--- config.mk ---
export PLATFORM = sky130hd
export DESIGN_NAME = twos_serializer
export DESIGN_NICKNAME = d
export VERILOG_FILES = /design/src/rtl/twos_serializer.sv
export SDC_FILE = /design/constraint.sdc
export NUM_CORES = 1
export LEC_CHECK = 0
export BUFFER_PORTS_ARGS = -buffer_cell sky130_fd_sc_hd__clkbuf_2
export CAP_MARGIN = 20
export CORE_MARGIN = 2
export CORE_UTILIZATION = 40
export CTS_BUF_LIST = sky130_fd_sc_hd__clkbuf_2
export CTS_CLUSTER_DIAMETER = 30
export DETAILED_ROUTE_END_ITERATION = 6
export SLEW_MARGIN = 40
export SYNTH_ARGS = -nofsm -noshare
export SYNTH_HDL_FRONTEND = slang
export SYNTH_SLANG_ARGS = --single-unit
--- constraint.sdc ---
create_clock -name t_clk -period 2.1 [get_ports t_clk]
set_input_delay 0.42 -clock t_clk [delete_from_list [all_inputs] [get_ports t_clk]]
set_output_delay 0.42 -clock t_clk [all_outputs]
set_load 0.005 [all_outputs]
--- src/rtl/twos_serializer.sv ---
// ---------------------------------------------------------------------------
// twos_serializer
//
// Parallel-to-serial front end for a bit-serial two's-complement stage.
// Words arrive over a valid/ready handshake and leave LSB first, one bit per
// t_clk. ser_first marks the LSB cycle (drives the complementer's word-start
// input) and ser_last marks the MSB cycle (for the downstream deserializer).
//
// Parameters
//   WIDTH  word length in bits, 2..64
//   GAP    idle cycles forced after each word's MSB, 0..15
//
// Optional feature macro: SER_SKID_EN
//   Undefined (default): din_ready is high only in IDLE.
//   Defined: adds a one-word skid register, so din_ready means "skid empty"
//   and a pending word starts immediately after the previous MSB (+GAP).
//
// Ports
//   t_clk      in   1      clock, all state changes on its rising edge
//   r_n        in   1      asynchronous active-low reset
//   din        in   WIDTH  parallel word to serialize
//   din_valid  in   1      din holds a word
//   din_ready  out  1      block can take din this cycle (registered)
//   ser_bit    out  1      serial data, LSB first
//   ser_first  out  1      high on the LSB cycle only
//   ser_last   out  1      high on the MSB cycle only
//   ser_valid  out  1      ser_bit carries a word bit this cycle
//   busy       out  1      state != IDLE, or the skid register is full
// ---------------------------------------------------------------------------
module twos_serializer #(
    parameter int WIDTH = 8,
    parameter int GAP   = 0
) (
    input  logic             t_clk,
    input  logic             r_n,
    input  logic [WIDTH-1:0] din,
    input  logic             din_valid,
    output logic             din_ready,
    output logic             ser_bit,
    output logic             ser_first,
    output logic             ser_last,
    output logic             ser_valid,
    output logic             busy
);

    localparam int CNT_W = $clog2(WIDTH);
    localparam logic [CNT_W-1:0] CNT_LAST = CNT_W'(WIDTH - 1);
    localparam logic [3:0] GAP_LAST = (GAP > 0) ? 4'(GAP - 1) : 4'd0;

    typedef enum logic [1:0] {
        S_IDLE  = 2'd0,
        S_SHIFT = 2'd1,
        S_GAP   = 2'd2
    } state_t;

    state_t             state_q, state_d;
    logic [WIDTH-1:0]   shift_q, shift_d;
    logic [CNT_W-1:0]   cnt_q, cnt_d;
    logic [3:0]         gap_q, gap_d;
    logic               din_ready_q, din_ready_d;
    logic               ser_first_q, ser_first_d;
    logic               ser_last_q, ser_last_d;
    logic               ser_valid_q, ser_valid_d;
    logic               busy_q, busy_d;
    logic               accept;
    logic               shifter_free;

`ifdef SER_SKID_EN
    logic [WIDTH-1:0]   skid_q, skid_d;
    logic               skid_full_q, skid_full_d;
`endif

    // Next-state logic. shifter_free flags the edge on which the shifter can
    // take a new word: sitting in IDLE, finishing the MSB with no gap, or
    // finishing the last gap cycle. The shift register is zero-filled, so it
    // is already all zeros once the MSB has gone out and ser_bit reads 0 in
    // GAP and IDLE without extra gating.
    always_comb begin
        state_d      = state_q;
        shift_d      = shift_q;
        cnt_d        = cnt_q;
        gap_d        = gap_q;
        shifter_free = 1'b0;
        accept       = din_valid && din_ready_q;
`ifdef SER_SKID_EN
        skid_d       = skid_q;
        skid_full_d  = skid_full_q;
`endif

        case (state_q)
            S_IDLE: begin
                shifter_free = 1'b1;
            end
            S_SHIFT: begin
                shift_d = shift_q >> 1;
                if (cnt_q == CNT_LAST) begin
                    cnt_d = '0;
                    if (GAP > 0) begin
                        state_d = S_GAP;
                        gap_d   = 4'd0;
                    end else begin
                        state_d      = S_IDLE;
                        shifter_free = 1'b1;
                    end
                end else begin
                    cnt_d = cnt_q + 1'b1;
                end
            end
            S_GAP: begin
                if (gap_q == GAP_LAST) begin
                    state_d      = S_IDLE;
                    gap_d        = 4'd0;
                    shifter_free = 1'b1;
                end else begin
                    gap_d = gap_q + 4'd1;
                end
            end
            default: begin
                state_d = S_IDLE;
            end
        endcase

`ifdef SER_SKID_EN
        // A waiting skid word always wins the shifter; a word accepted on the
        // same edge takes its place in the skid. With nothing pending, a new
        // word goes straight to the shifter when it is free, else to the skid.
        if (shifter_free && skid_full_q) begin
            shift_d     = skid_q;
            state_d     = S_SHIFT;
            cnt_d       = '0;
            skid_full_d = 1'b0;
            if (accept) begin
                skid_d      = din;
                skid_full_d = 1'b1;
            end
        end else if (shifter_free && accept) begin
            shift_d = din;
            state_d = S_SHIFT;
            cnt_d   = '0;
        end else if (accept) begin
            skid_d      = din;
            skid_full_d = 1'b1;
        end
        din_ready_d = !skid_full_d;
        busy_d      = (state_d != S_IDLE) || skid_full_d;
`else
        if (shifter_free && accept) begin
            shift_d = din;
            state_d = S_SHIFT;
            cnt_d   = '0;
        end
        din_ready_d = (state_d == S_IDLE);
        busy_d      = (state_d != S_IDLE);
`endif

        // Output flags are registered from the next state so they line up
        // with the shift register contents they describe.
        ser_valid_d = (state_d == S_SHIFT);
        ser_first_d = (state_d == S_SHIFT) && (cnt_d == '0);
        ser_last_d  = (state_d == S_SHIFT) && (cnt_d == CNT_LAST);
    end

    // State and output registers. Reset abandons any word in flight and
    // holds din_ready low until the first edge after r_n releases.
    always_ff @(posedge t_clk or negedge r_n) begin
        if (!r_n) begin
            state_q     <= S_IDLE;
            shift_q     <= '0;
            cnt_q       <= '0;
            gap_q       <= 4'd0;
            din_ready_q <= 1'b0;
            ser_first_q <= 1'b0;
            ser_last_q  <= 1'b0;
            ser_valid_q <= 1'b0;
            busy_q      <= 1'b0;
`ifdef SER_SKID_EN
            skid_q      <= '0;
            skid_full_q <= 1'b0;
`endif
        end else begin
            state_q     <= state_d;
            shift_q     <= shift_d;
            cnt_q       <= cnt_d;
            gap_q       <= gap_d;
            din_ready_q <= din_ready_d;
            ser_first_q <= ser_first_d;
            ser_last_q  <= ser_last_d;
            ser_valid_q <= ser_valid_d;
            busy_q      <= busy_d;
`ifdef SER_SKID_EN
            skid_q      <= skid_d;
            skid_full_q <= skid_full_d;
`endif
        end
    end

    assign din_ready = din_ready_q;
    assign ser_bit   = shift_q[0];
    assign ser_first = ser_first_q;
    assign ser_last  = ser_last_q;
    assign ser_valid = ser_valid_q;
    assign busy      = busy_q;

endmodule

# After elaboration in Yosys (flattened, before gate mapping)

Cells that the tools add are included.

Output and inout bits: 6
Flip-flop bits (word level): 22
Logic and storage cells: 39
Bits of input ports: 11

Muxes and demuxes: 13
Equality and inequality tests: 5
Reductions and logical operators: 10
Add/subtract/negate cells: 2

Operators by type and width:

| kind                                                             | count |
|---|---|
| 8-bit two-way mux                                                | 2 |
| 3-bit two-way mux                                                | 3 |
| 3-bit == test (second input constant)                            | 2 |
| 2-bit two-way mux                                                | 3 |
| 2-bit case mux with 3 select lines                               | 1 |
| 4-bit by 1-bit adder with 4-bit output (second input constant)   | 1 |
| 2-bit by 1-bit == test with 1-bit output (second input constant) | 2 |
| 1-bit logical AND                                                | 4 |
| 2-bit zero test                                                  | 2 |
| 4-bit zero test                                                  | 1 |
| 4-bit two-way mux                                                | 1 |
| 2-bit nonzero test                                               | 2 |
| 3-bit by 1-bit adder with 3-bit output (second input constant)   | 1 |
| 3-bit zero test                                                  | 1 |
| 1-bit case mux with 3 select lines                               | 1 |
| 2-bit == test (second input constant)                            | 1 |
| 1-bit two-way mux                                                | 2 |

# Depth between registers and ports, before layout

Gate-level depths: netlist of run 1.

Depth after elaboration: 7
Gate-level depth with buffers: 6
Mapped depth without buffers: 5

# Worst setup path before layout of run 1

Ideal clock, no wire load.

Kind: register to register
Start point: register gap_q[0]
End point: register shift_q[1]
Path buffers: 1
Slack: 167 ps
Clock period less this slack: 1933 ps
Setup time: 125 ps
Arrival time: 1808 ps
Cell stages (with the launch flop): 7
Cell sequence: dfrtp_1 -> inv_1 -> ha_1 -> or3b_4 -> a221o_1 -> buf_6 -> mux2_4

Longest elaborated chain between the ends: 5
Elaborated cells on any way between the ends: 6
Classes of those cells: mux (3); reduce/logical (3)

RTL lines:

| element                                                 | line | text |
|---|---|---|
| start, declared                                         | 59   | `logic [3:0] gap_q, gap_d;` |
| start signal, assigned                                  | 184  | `gap_q <= gap_d;` |
| 4-bit zero test (*)                                     | 110  | `if (gap_q == GAP_LAST) begin` |
| 1-bit two-way mux (*)                                   | 110  |  |
| 1-bit case mux with 3 select lines (*)                  | 90   | `case (state_q)` |
| 1-bit logical AND (*)                                   | 147  | `if (shifter_free && accept) begin` |
| 8-bit two-way mux or 2-bit nonzero test (tied branches) | n/a  |  |
| end signal, assigned                                    | 182  | `shift_q <= shift_d;` |
| end, declared                                           | 57   | `logic [WIDTH-1:0] shift_q, shift_d;` |

Every way passes the cells marked *; elsewhere a longest branch is shown, timed or not.
A chain may end at the register's enable or synchronous reset.

# Final worst setup path of run 1

Start point: register gap_q[0]
End point: register shift_q[2]

The elaborated chain is that of the path after synthesis.

==> results of run 1 <==
-- logic make-up (layout without fill, tap and decap cells) --
logic type                 Yosys count  count (layout)  share of synthesized area
AOI/OAI and AO/OA                   13              13                    0.08114
xor gates and xnor gates             1               1                   0.008355
adders and majority gates            4               4                    0.04773
DFF                                 22              22                     0.5251
muxes                               18              18                     0.2112
buffers and inverters                7              27                    0.03340
and+or+nand+nor                     18              18                    0.09308
-- Yosys cell counts --
library cell / n / area share
a21o_1: 2 / 0.014
a21oi_1: 3 / 0.014
a221o_1: 1 / 0.0095
a221oi_1: 2 / 0.017
and2_2: 1 / 0.0072
buf_2: 1 / 0.0048
buf_6: 1 / 0.011
clkbuf_1: 1 / 0.0036
dfrtp_1: 22 / 0.53
ha_1: 4 / 0.048
inv_1: 4 / 0.014
mux2_2: 9 / 0.097
mux2_4: 6 / 0.086
mux2i_1: 3 / 0.029
nand2_1: 6 / 0.021
nand2b_1: 2 / 0.012
nand3_1: 1 / 0.0048
nand4_1: 1 / 0.0060
nor2_1: 3 / 0.011
nor2b_1: 1 / 0.0060
nor4b_1: 1 / 0.0084
o21ai_0: 4 / 0.019
o31ai_1: 1 / 0.0072
or3_1: 1 / 0.0060
or3b_4: 1 / 0.011
xnor2_1: 1 / 0.0084
-- critical path: stages, from the launching register on --
cell	delay, ns
dfrtp_1	0.44
inv_1	0.09
ha_1	0.17
or3b_4	0.38
a221o_2	0.52
mux2_4	0.33
-- cell type report --
cell class / count / share of cell area
tap: 30 / 0.03148
clock buffer: 3 / 0.01259
inverter: 4 / 0.01259
timing repair buffer: 20 / 0.09234
multi-input combinational: 54 / 0.3893
sequential: 22 / 0.4617
-- flip-flops by register name (all words and copies together) (netlist names) --
name,count
busy,1
cnt_q,3
din_ready,1
gap_q,4
ser_first,1
ser_last,1
ser_valid,1
shift_q,8
state_q,2
-- what timing repair did --
item | in CTS | in global routing
buffers inserted | 0 | 0
endpoints found under the setup margin | 0 | 10
resized for setup | 0 | 1
hold buffers | 0 | 0
-- worst paths after layout --
check | start | to
min in group t_clk | din[7] | shift_q[7]
min | r_n | gap_q[3]
min reg2reg | gap_q[3] | gap_q[3]
max in group asynchronous | r_n | ser_last
max reg2reg | gap_q[0] | shift_q[2]
max | gap_q[0] | shift_q[2]
-- power groups by stage --
stage                     Clock [W]  Sequential [W]  Combinational (W)
after floorplan                   0        0.000644           0.000462
after global placement            0        0.000651           0.000582
after detailed placement          0        0.000658           0.000606
after CTS                  0.000169        0.000647           0.000607
after global routing       0.000177        0.000669           0.000670
final                      0.000156        0.000645           0.000598
-- routing by layer --
metal / track usage / vias up
met2: 0.2058 / 8
met4: 0.02091 / 0
met5: 0 / -
met3: 0.05152 / 2
li1: - / 331
met1: 0.1484 / 330
-- stage by stage --
stage	util	hold slack [ns]	power (W)	instance area (µm²)
3_3_place_gp	0.4747	0.4372	0.001233	1176
5_1_grt	0.4813	0.06317	0.001517	1192
3_5_place_dp	0.4747	0.4331	0.001263	1176
4_1_cts	0.4808	0.04788	0.001424	1191
2_1_floorplan	-	0.1244	0.001106	1049
6_report	0.4813	0.04554	0.001400	1192
==> qor.txt, run 1 <==
======================================================================================
Outcome                                                                   finished, final reports clean
Post-placement worst setup slack                                            0.03805 ns
Power per Cell Area                                                        1174 nW/µm²
Most common cell after layout, fill and taps aside                             dfrtp_1
Via count of the first global-routing pass                                         695
Worst Reg-to-Reg Cells                                                               5
Max-slew violation count                                                             0
Max rail drop VDD                                                            0.7487 mV
Required time of the critical path                                             2.32 ns
Initial Util                                                                    0.4232
Core Region                                                                   2477 µm²
Number of hold violations in the final report                                        0
Unrepaired setup endpoints after global routing                                  false
Row Count                                                                           18
Worst-margin pin slew                                                        0.6554 ns
Maximum Capacitance Violations                                                       0
Finished Layout Cells                                                              133
Fraction of final layout cells sized beyond drive strength 1                    0.3981
Fraction of the cycle the final worst path needs                                0.9592
Wire length on met2                                                             883 µm
Max Used Layer                                                                    met4
Total DRC errors in the routed layout                                                0
Part of the power in registers                                                   0.461
Num Clock Sinks                                                                     22
Most frequent cells in the layout                                         22 x dfrtp_1, 19 x clkbuf_2, 9 x mux2_2
Drt initial violations                                                               8
First-pass DRT Iterations                                                            2
Number of H-tree levels                                                              1
Cell count after synthesis                                                          83
Detail Route met3 WL                                                             65 µm
Antenna fix cells                                                                    0
Int Power                                                                  0.0009494 W
Clock transition at path regs                                                  0.18 ns
Register cell area after layout                                              550.5 µm²
Total routing usage reported by global routing                                  0.1225
Routed via count                                                                   671
Routed Antenna Nets                                                                  0
Horizontal die dimension                                                      55.20 µm
Synthesis-stage register bit count                                                  22
Final wirelength                                                               1696 µm
Type of origin of the critical path                                           register
Final number of setup-violating endpoints                                            0
Average size of a mapped cell                                                12.63 µm²
Fillers                                                                            249
Boundary Pins                                                                       17
Clock root buffer master                                                      clkbuf_2
Static Leakage                                                               0.6219 nW
Die Area                                                                      3047 µm²
Final total negative setup slack                                                  0 ns
Worst Setup Path Type                                                          reg2reg
Sort of element at the end of the critical path                               register
Largest net degree at the start of global routing                                   23
Number of nets in the synthesized netlist                                           98
Maximum net fanout on the critical path                                              9
Height of the chip                                                            55.20 µm
Area taken by multi-input logic gates                                        464.2 µm²
Placed Cells incl. Taps                                                            130
Wire length of the first global-routing pass                                   2973 µm
Wire length the detailed router placed on met1                                  736 µm
Fmax                                                                         496.4 MHz
Net switching share of the total power                                          0.3219
Number of I/O port buffers                                                          16
Synthesized area                                                              1049 µm²
Data arrival, critical path                                                    2.24 ns
Setup slack, reg-to-reg                                                        0.09 ns
Headroom to the max-slew limit                                                  0.5630
Final min period                                                              2.014 ns
Number of nets in the layout                                                       120
Maximum clock path buffer count                                                      2
TritonCTS clock tree                                                               yes
Number of distinct standard cells referenced by the synthesized netlist             26
Clock latency on the worst-skew pair                                           0.31 ns
Sequential cell area fraction in the yosys report                               0.5251
Synth-to-Final Area Change                                                      13.72%
Power share of the combinational group                                           0.427
Net switching power                                                        0.0004506 W
Worst Hold Class                                                              in2async
Vias per std cell                                                                5.045
Clock network fraction of total power                                            0.112
Wire length per cell                                                          12.75 µm
Warnings, synthesis                                                                  0
Worst-case clock skew                                                      0.001571 ns
Final critical-path setup slack                                             0.08569 ns
GRT Residual Overflow                                                                0
Half-perimeter wire length after placement                                     1294 µm
Number of antenna violations at the first check in global routing                    0
Routability Congestion                                                          0.6997
Number of buffers inserted during clock tree synthesis                               3
======================================================================================
No activity file was read; power rests on OpenSTA's default activity.
==> inputs of run 2 (changes only) <==
--- a/config.mk
+++ b/config.mk
@@ -5,12 +5,12 @@
 export SDC_FILE = /design/constraint.sdc
 export NUM_CORES = 1
 export LEC_CHECK = 0
+export ABC_AREA = 1
 export BUFFER_PORTS_ARGS = -buffer_cell sky130_fd_sc_hd__clkbuf_2
-export CAP_MARGIN = 20
 export CORE_MARGIN = 2
 export CORE_UTILIZATION = 40
 export CTS_BUF_LIST = sky130_fd_sc_hd__clkbuf_2
-export CTS_CLUSTER_DIAMETER = 30
+export CTS_CLUSTER_DIAMETER = 50
 export DETAILED_ROUTE_END_ITERATION = 6
 export SLEW_MARGIN = 40
 export SYNTH_ARGS = -nofsm -noshare
==> qor.txt, run 2 <==
======================================================================================
Slowest stage cell on the critical path                                        dfrtp_1
Register cell area after layout                                              550.5 µm²   unchanged
Cells resized by post-CTS repair                                                     0   unchanged
Final number of setup-violating endpoints                                            0   unchanged
Library cell with the highest instance count after synthesis                   nand2_1
Number of I/O port buffers                                                          16   unchanged
Vias per std cell                                                                4.667   -7.5%
Number of H-tree levels                                                              1   unchanged
Final min period                                                              1.596 ns   -0.4182 ns
Number of distinct standard cells referenced by the synthesized netlist             19   -27%
Fraction of the cycle the final worst path needs                                0.7601   -0.1991
Total routing usage reported by global routing                                  0.1304   +0.007902
Number of antenna violations at the first check in global routing                    0   unchanged
Cell family with the largest share of critical-path delay                   flip-flops
Synthesized area                                                              1077 µm²   +2.7%
Headroom to the max-slew limit                                                  0.6375   +0.07448
Worst-case clock skew                                                     0.0005345 ns   -0.001036 ns
Number of flip-flops in the largest register                                         8   unchanged
Synth-to-Final Area Change                                                      10.22%
Boundary Pins                                                                       17   unchanged
Maximum net fanout on the critical path                                             15   +6
Wire length of the first global-routing pass                                   3277 µm   +10%
Maximum Capacitance Violations                                                       0   unchanged
Clock root buffer master                                                      clkbuf_2
Worst Path Buf+Inv                                                                   2   +1
Largest net degree at the start of global routing                                   23   unchanged
Most frequent cells in the layout                                         45 x nand2_1, 22 x dfrtp_1, 20 x inv_1
Number of buffers inserted during clock tree synthesis                               3   unchanged
Data arrival, critical path                                                    1.84 ns   -0.40 ns
Number of nets in the layout                                                       167   +39%
Routed Antenna Nets                                                                  0   unchanged
Cells traversed along the worst timing path                               ha_1, ha_1, nand2_1, a21oi_2, nand2_2, inv_2, nand2_1, nand2_1, inv_1
Total DRC errors in the routed layout                                                0   unchanged
Clock transition at path regs                                                  0.18 ns   about the same
Average size of a mapped cell                                                8.100 µm²   -36%
Routability Congestion                                                          0.7775   +11%
Hold buffer count at cts                                                             0   unchanged
Half-perimeter wire length after placement                                     1370 µm   +5.9%
Cell count after synthesis                                                         133   +60%
TritonCTS clock tree                                                               yes
Final total power                                                           0.001393 W   -0.47%
Unrepaired setup endpoints after global routing                                  false
Sequential cell area fraction in the yosys report                               0.5110   -0.01403
Row Count                                                                           18   unchanged
Slowest Stage Delay on Critical Path                                           0.41 ns   -0.11 ns
Horizontal die dimension                                                      55.90 µm   +1.3%
Worst Hold Class                                                              in2async
Final wirelength                                                               1764 µm   +4.0%
Post-layout utilization of the core                                             0.4707   -0.01058
Outcome                                                                   finished, final reports clean
Most area-consuming cells after synthesis                                 dfrtp_1 51%, nand2_1 16%, inv_1 7.0%, nand3_1 5.1%, ha_1 4.6%
First-pass DRT Iterations                                                            4   +2
Area taken by multi-input logic gates                                        421.7 µm²   -9.2%
Post-placement worst setup slack                                             0.5233 ns   +0.4852 ns
Max-slew violation count                                                             0   unchanged
GRT Residual Overflow                                                                0   unchanged
Drt initial violations                                                              11   +3
Core Region                                                                   2522 µm²   +1.8%
Type of origin of the critical path                                           register
Max rail drop VDD                                                            0.5996 mV   -20%
Initial Util                                                                    0.4271   +0.003851
Most used flip-flop cell after synthesis                                       dfrtp_1
Synth top area share                                                            0.5110   -0.01403
Die Area                                                                      3124 µm²   +2.5%
Most common cell after layout, fill and taps aside                             nand2_1
Antenna fix cells                                                                    0   unchanged
Share of synthesized registers carrying an async set or reset                    1.000   unchanged
Routed via count                                                                   840   +25%
Fillers                                                                            260   +4.4%
Fraction of final layout cells sized beyond drive strength 1                    0.1667   -0.2314
Worst Setup Path Type                                                          reg2reg
Setup fix buffers added after clock tree synthesis                                   0   unchanged
Clock latency on the worst-skew pair                                           0.32 ns   about the same
Height of the chip                                                            55.90 µm   +1.3%
Sort of element at the end of the critical path                               register
Power per Cell Area                                                        1174 nW/µm²   about the same
Required time of the critical path                                             2.34 ns   +0.02 ns
Maximum clock path buffer count                                                      2   unchanged
Warnings, synthesis                                                                  0   unchanged
Largest regs                                                              shift_q (8), gap_q (4), cnt_q (3)
Critical Path Most Common Cell                                                 nand2_1
Final total negative setup slack                                                  0 ns   unchanged
Fmax                                                                         626.5 MHz   +26%
Final critical-path setup slack                                              0.5039 ns   +0.4182 ns
Num Clock Sinks                                                                     22   unchanged
Register with the most flip-flops                                              shift_q
Synth cell count leaders                                                  45 x nand2_1, 22 x dfrtp_1, 20 x inv_1
Library cell occupying the most area in the post-synthesis netlist             dfrtp_1
Number of hold violations in the final report                                        0   unchanged
Number of enable-type register cells in the synthesized netlist                      0   unchanged
Static Leakage                                                               0.6772 nW   +8.9%
Number of nets in the synthesized netlist                                          148   +51%
Via count of the first global-routing pass                                         820   +18%
Wire length per cell                                                          9.800 µm   -23%
Worst-margin pin slew                                                        0.5437 ns   -0.1117 ns
Synthesis-stage register bit count                                                  22   unchanged
======================================================================================
run 2: changes by cell type in the layout (fill, tap and decap cells not counted), sizes merged, moves of 2 or more:
| cell | before | now |
|---|---|---|
| nand2 | 6 | 47 |
| inv | 4 | 22 |
| mux2 | 15 | 0 |
| nand3 | 1 | 11 |
| nor2 | 3 | 10 |
| buf | 4 | 0 |
| mux2i | 3 | 0 |
| a21o | 2 | 0 |
| a221oi | 2 | 0 |
| nand2b | 2 | 0 |
| o21ai | 4 | 6 |
run 2: logic make-up after synthesis:
kind of cell / Yosys count / share of synthesized area
AO/OA/AOI/OAI: 10 / 0.04994
adder cells (fa/ha/maj): 4 / 0.04646
AND/OR/NAND/NOR: 71 / 0.2787
XOR/XNOR: 2 / 0.01626
buffers and inverters: 24 / 0.09756
flip-flops: 22 / 0.5110
run 2: power breakdown:
part	leakage (nW)	switching [W]	internal, W	total [W]
registers	0.282	0.0000798	0.000568	0.000648
clock network	0.0125	0.000118	0.0000389	0.000157
logic	0.383	0.000356	0.000233	0.000589
total	0.677	0.000554	0.000840	0.00139
run 2: final timing paths:
path,from,end,slack [ns],cells past startpoint
max in group asynchronous,r_n,shift_q[6],1.71,1
max reg2reg,cnt_q[0],shift_q[6],0.50,9
max,cnt_q[0],shift_q[6],0.50,9
min in group t_clk,din[7],shift_q[7],0.29,3
min,r_n,gap_q[3],0.04,1
min reg2reg,shift_q[7],shift_q[7],0.53,2
run 2: cell type report:
| class | count | share of cell area |
|---|---|---|
| Sequential cell | 22 | 0.4636 |
| Clock buffer | 3 | 0.01264 |
| Timing Repair Buffer | 16 | 0.06744 |
| Tap cell | 30 | 0.03161 |
| Multi-Input combinational cell | 87 | 0.3551 |
| Inverter | 22 | 0.06955 |
run 2: through the flow:
stage	hold WS, ns	instances	cell area (µm²)
floorplan	0.1244	133	1077
detailed placement	0.4264	177	1172
finish	0.04351	180	1187
global route	0.05410	180	1187
global placement	0.4239	177	1172
CTS	0.04821	180	1187
run 2: routing by layer:
layer,global-route usage,wire length (µm)
met5,0,0
met4,0.03401,14
met2,0.2347,835
met3,0.03023,103
met1,0.1559,811
==> inputs of run 3 (changes only) <==
--- a/config.mk
+++ b/config.mk
@@ -5,7 +5,7 @@
 export SDC_FILE = /design/constraint.sdc
 export NUM_CORES = 1
 export LEC_CHECK = 0
-export ABC_AREA = 1
+export ABC_AREA = 0
 export BUFFER_PORTS_ARGS = -buffer_cell sky130_fd_sc_hd__clkbuf_2
 export CORE_MARGIN = 2
 export CORE_UTILIZATION = 40
==> constraint.sdc (replaced) <==
create_clock -name t_clk -period 1.5 [get_ports t_clk]
set_input_delay 0.3 -clock t_clk [delete_from_list [all_inputs] [get_ports t_clk]]
set_output_delay 0.3 -clock t_clk [all_outputs]
set_load 0.005 [all_outputs]
==> qor.txt, run 3 (same netlist as run 1, synthesis figures left out) <==
================================================================================
Initial Util                                                              0.4232   -0.003851
Slowest Stage Delay on Critical Path                                     0.48 ns   +0.07 ns
First-pass DRT Iterations                                                      2   -2
Type of origin of the critical path                                     register
Maximum clock path buffer count                                                2   unchanged
Fmax                                                                   526.6 MHz   -16%
Outcome                                                             complete, but fails checks
Fillers                                                                      238   -8.5%
Number of I/O port buffers                                                    16   unchanged
Routed Antenna Nets                                                            0   unchanged
Failing checks                                                      negative setup slack
Routability Congestion                                                    0.6821   -12%
Setup slack, reg-to-reg                                                 -0.40 ns   -0.90 ns
Most common cell after layout, fill and taps aside                       dfrtp_1
GRT busiest layer                                                           met2
Power per Cell Area                                                  1606 nW/µm²   +37%
Sort of element at the end of the critical path                         register
Final total negative setup slack                                       -5.860 ns   -5.860 ns
Slowest stage cell on the critical path                                  a221o_2
Antenna fix cells                                                              0   unchanged
Number of buffers inserted during clock tree synthesis                         3   unchanged
Required time of the critical path                                       1.74 ns   -0.60 ns
Largest net degree at the start of global routing                             23   unchanged
Horizontal die dimension                                                55.20 µm   -1.2%
Num Clock Sinks                                                               22   unchanged
Max-slew violation count                                                       0   unchanged
Register with the most flip-flops                                        shift_q
Largest regs                                                        shift_q (8), gap_q (4), cnt_q (3)
Grt met3 use                                                             0.05386   +0.02363
Clock latency on the worst-skew pair                                     0.32 ns   about the same
Most frequent cells in the layout                                   22 x dfrtp_1, 19 x clkbuf_2, 18 x buf_4
Clock root buffer master                                                clkbuf_2
Met1 capacity usage during global routing                                 0.1480   -0.007846
Total DRC errors in the routed layout                                          0   unchanged
Row Count                                                                     18   unchanged
Total routing usage reported by global routing                            0.1342   +0.003787
Max rail drop VDD                                                       1.004 mV   +67%
Die Area                                                                3047 µm²   -2.5%
Final wirelength                                                         1832 µm   +3.9%
Final critical-path setup slack                                       -0.3991 ns   -0.9030 ns
Maximum net fanout on the critical path                                        8   -7
Height of the chip                                                      55.20 µm   -1.2%
Half-perimeter wire length after placement                               1333 µm   -2.7%
Boundary Pins                                                                 17   unchanged
Core Region                                                             2477 µm²   -1.8%
Headroom to the max-slew limit                                            0.6316   -0.005896
Unrepaired setup endpoints after global routing                             true
TritonCTS clock tree                                                         yes
Worst Path Buf+Inv                                                             1   -1
Maximum Capacitance Violations                                                 0   unchanged
Fraction of the cycle the final worst path needs                           1.266   +0.5060
Number of hold violations in the final report                                  0   unchanged
Synth-to-Final Area Change                                                32.70%
Number of nets in the layout                                                 136   -19%
GRT Residual Overflow                                                          0   unchanged
Cells traversed along the worst timing path                         inv_2, ha_4, or3b_4, a221o_2, mux2_4
Number of flip-flops in the largest register                                   8   unchanged
Final number of setup-violating endpoints                                     18   +18
Number of antenna violations at the first check in global routing              0   unchanged
Wire length of the first global-routing pass                             3215 µm   -1.9%
Fraction of final layout cells sized beyond drive strength 1              0.5500   +0.3833
Cell family with the largest share of critical-path delay           compound AO/OA/AOI/OAI gates
Drt initial violations                                                        12   +1
Cell area reported after detailed placement                             1279 µm²   +9.1%
Worst Setup Path Type                                                    reg2reg
Number of H-tree levels                                                        1   unchanged
Worst-margin pin slew                                                  0.5526 ns   +0.008843 ns
Via count of the first global-routing pass                                   759   -7.4%
Data arrival, critical path                                              2.14 ns   +0.30 ns
Static Leakage                                                         0.7172 nW   +5.9%
Routed via count                                                             756   -10%
Fin area                                                                1391 µm²   +17%
Routing usage on met2                                                     0.2398   +0.005102
Wire length per cell                                                    12.21 µm   +25%
Clock transition at path regs                                            0.20 ns   +0.02 ns
Worst-case clock skew                                                0.005095 ns   +0.004560 ns
Worst Hold Class                                                          in2reg
Post-placement worst setup slack                                      -0.4451 ns   -0.9684 ns
Vias per std cell                                                          5.040   +8.0%
Final min period                                                        1.899 ns   +0.3030 ns
================================================================================
-- run 3: cell types whose count changed in the layout (fill, tap and decap cells not counted), sizes merged, moves of 2 or more --
cell and delta:
mux2 +15, nor2 -7, a21o +2, a221oi +2
o21ai -2, nand3 -10, nand2b +2, nand2 -41
mux2i +3, inv -18, buf +19
-- run 3: metal layers --
metal  wire [µm]  part of all wire  vias up
li1            -                 -      368
met1         703              0.38      376
met2        1035              0.56       10
met3          83             0.045        2
met4          10            0.0055        0
met5           0                 0        -
-- run 3: worst reg2reg max path: cells and delay by family (launching register included) --
family	cells	cell delay [ns]
compound gates	1	0.48
flops	1	0.43
simple gates	1	0.37
mux	1	0.33
buf+inv	1	0.08
fa+ha+maj	1	0.12
-- run 3: layout make-up --
cell class,instances,area [µm²],share of cell area
clock buffer,3,15.01,0.01079
timing repair buffer,36,236.5,0.1700
multi-input combinational,54,533.0,0.3831
sequential,22,550.5,0.3957
tap,30,37.54,0.02698
clock inverter,1,3.754,0.002698
inverter,4,15.01,0.01079
-- run 3: worst paths after layout --
path / from / endpoint / depth (start not counted)
worst min register to register: shift_q[7] / shift_q[7] / 2
max in group asynchronous: r_n / gap_q[1] / 2
worst max register to register: gap_q[0] / shift_q[4] / 5
worst max-delay path: gap_q[0] / shift_q[4] / 5
min in group asynchronous: r_n / gap_q[0] / 2
worst min-delay path: din[7] / shift_q[7] / 3
-- run 3: metrics by stage --
step	cells	util	power, W	hold slack, ns
finish	150	0.5616	0.002234	0.1509
detailed placement	142	0.5162	0.001847	0.3214
floorplan	83	-	0.001548	0.004409
CTS	149	0.5500	0.002202	0.1225
global route	150	0.5616	0.002421	0.1347
global placement	142	0.5162	0.001810	0.3161
-- run 3: report_power, final --
group | switching, W | internal [W] | leakage (nW)
combinational | 0.000456 | 0.000651 | 0.419
sequential | 0.000100 | 0.000792 | 0.284
clock | 0.000176 | 0.0000580 | 0.0140
-- run 3: what timing repair did --
action                                 4_1_cts  5_1_grt
resized for setup                            9        5
pin swaps                                    3        1
setup buffers                                2        2
setup endpoints to repair                   17       19
endpoints found under the hold margin       22        0
hold buffers                                 1        0
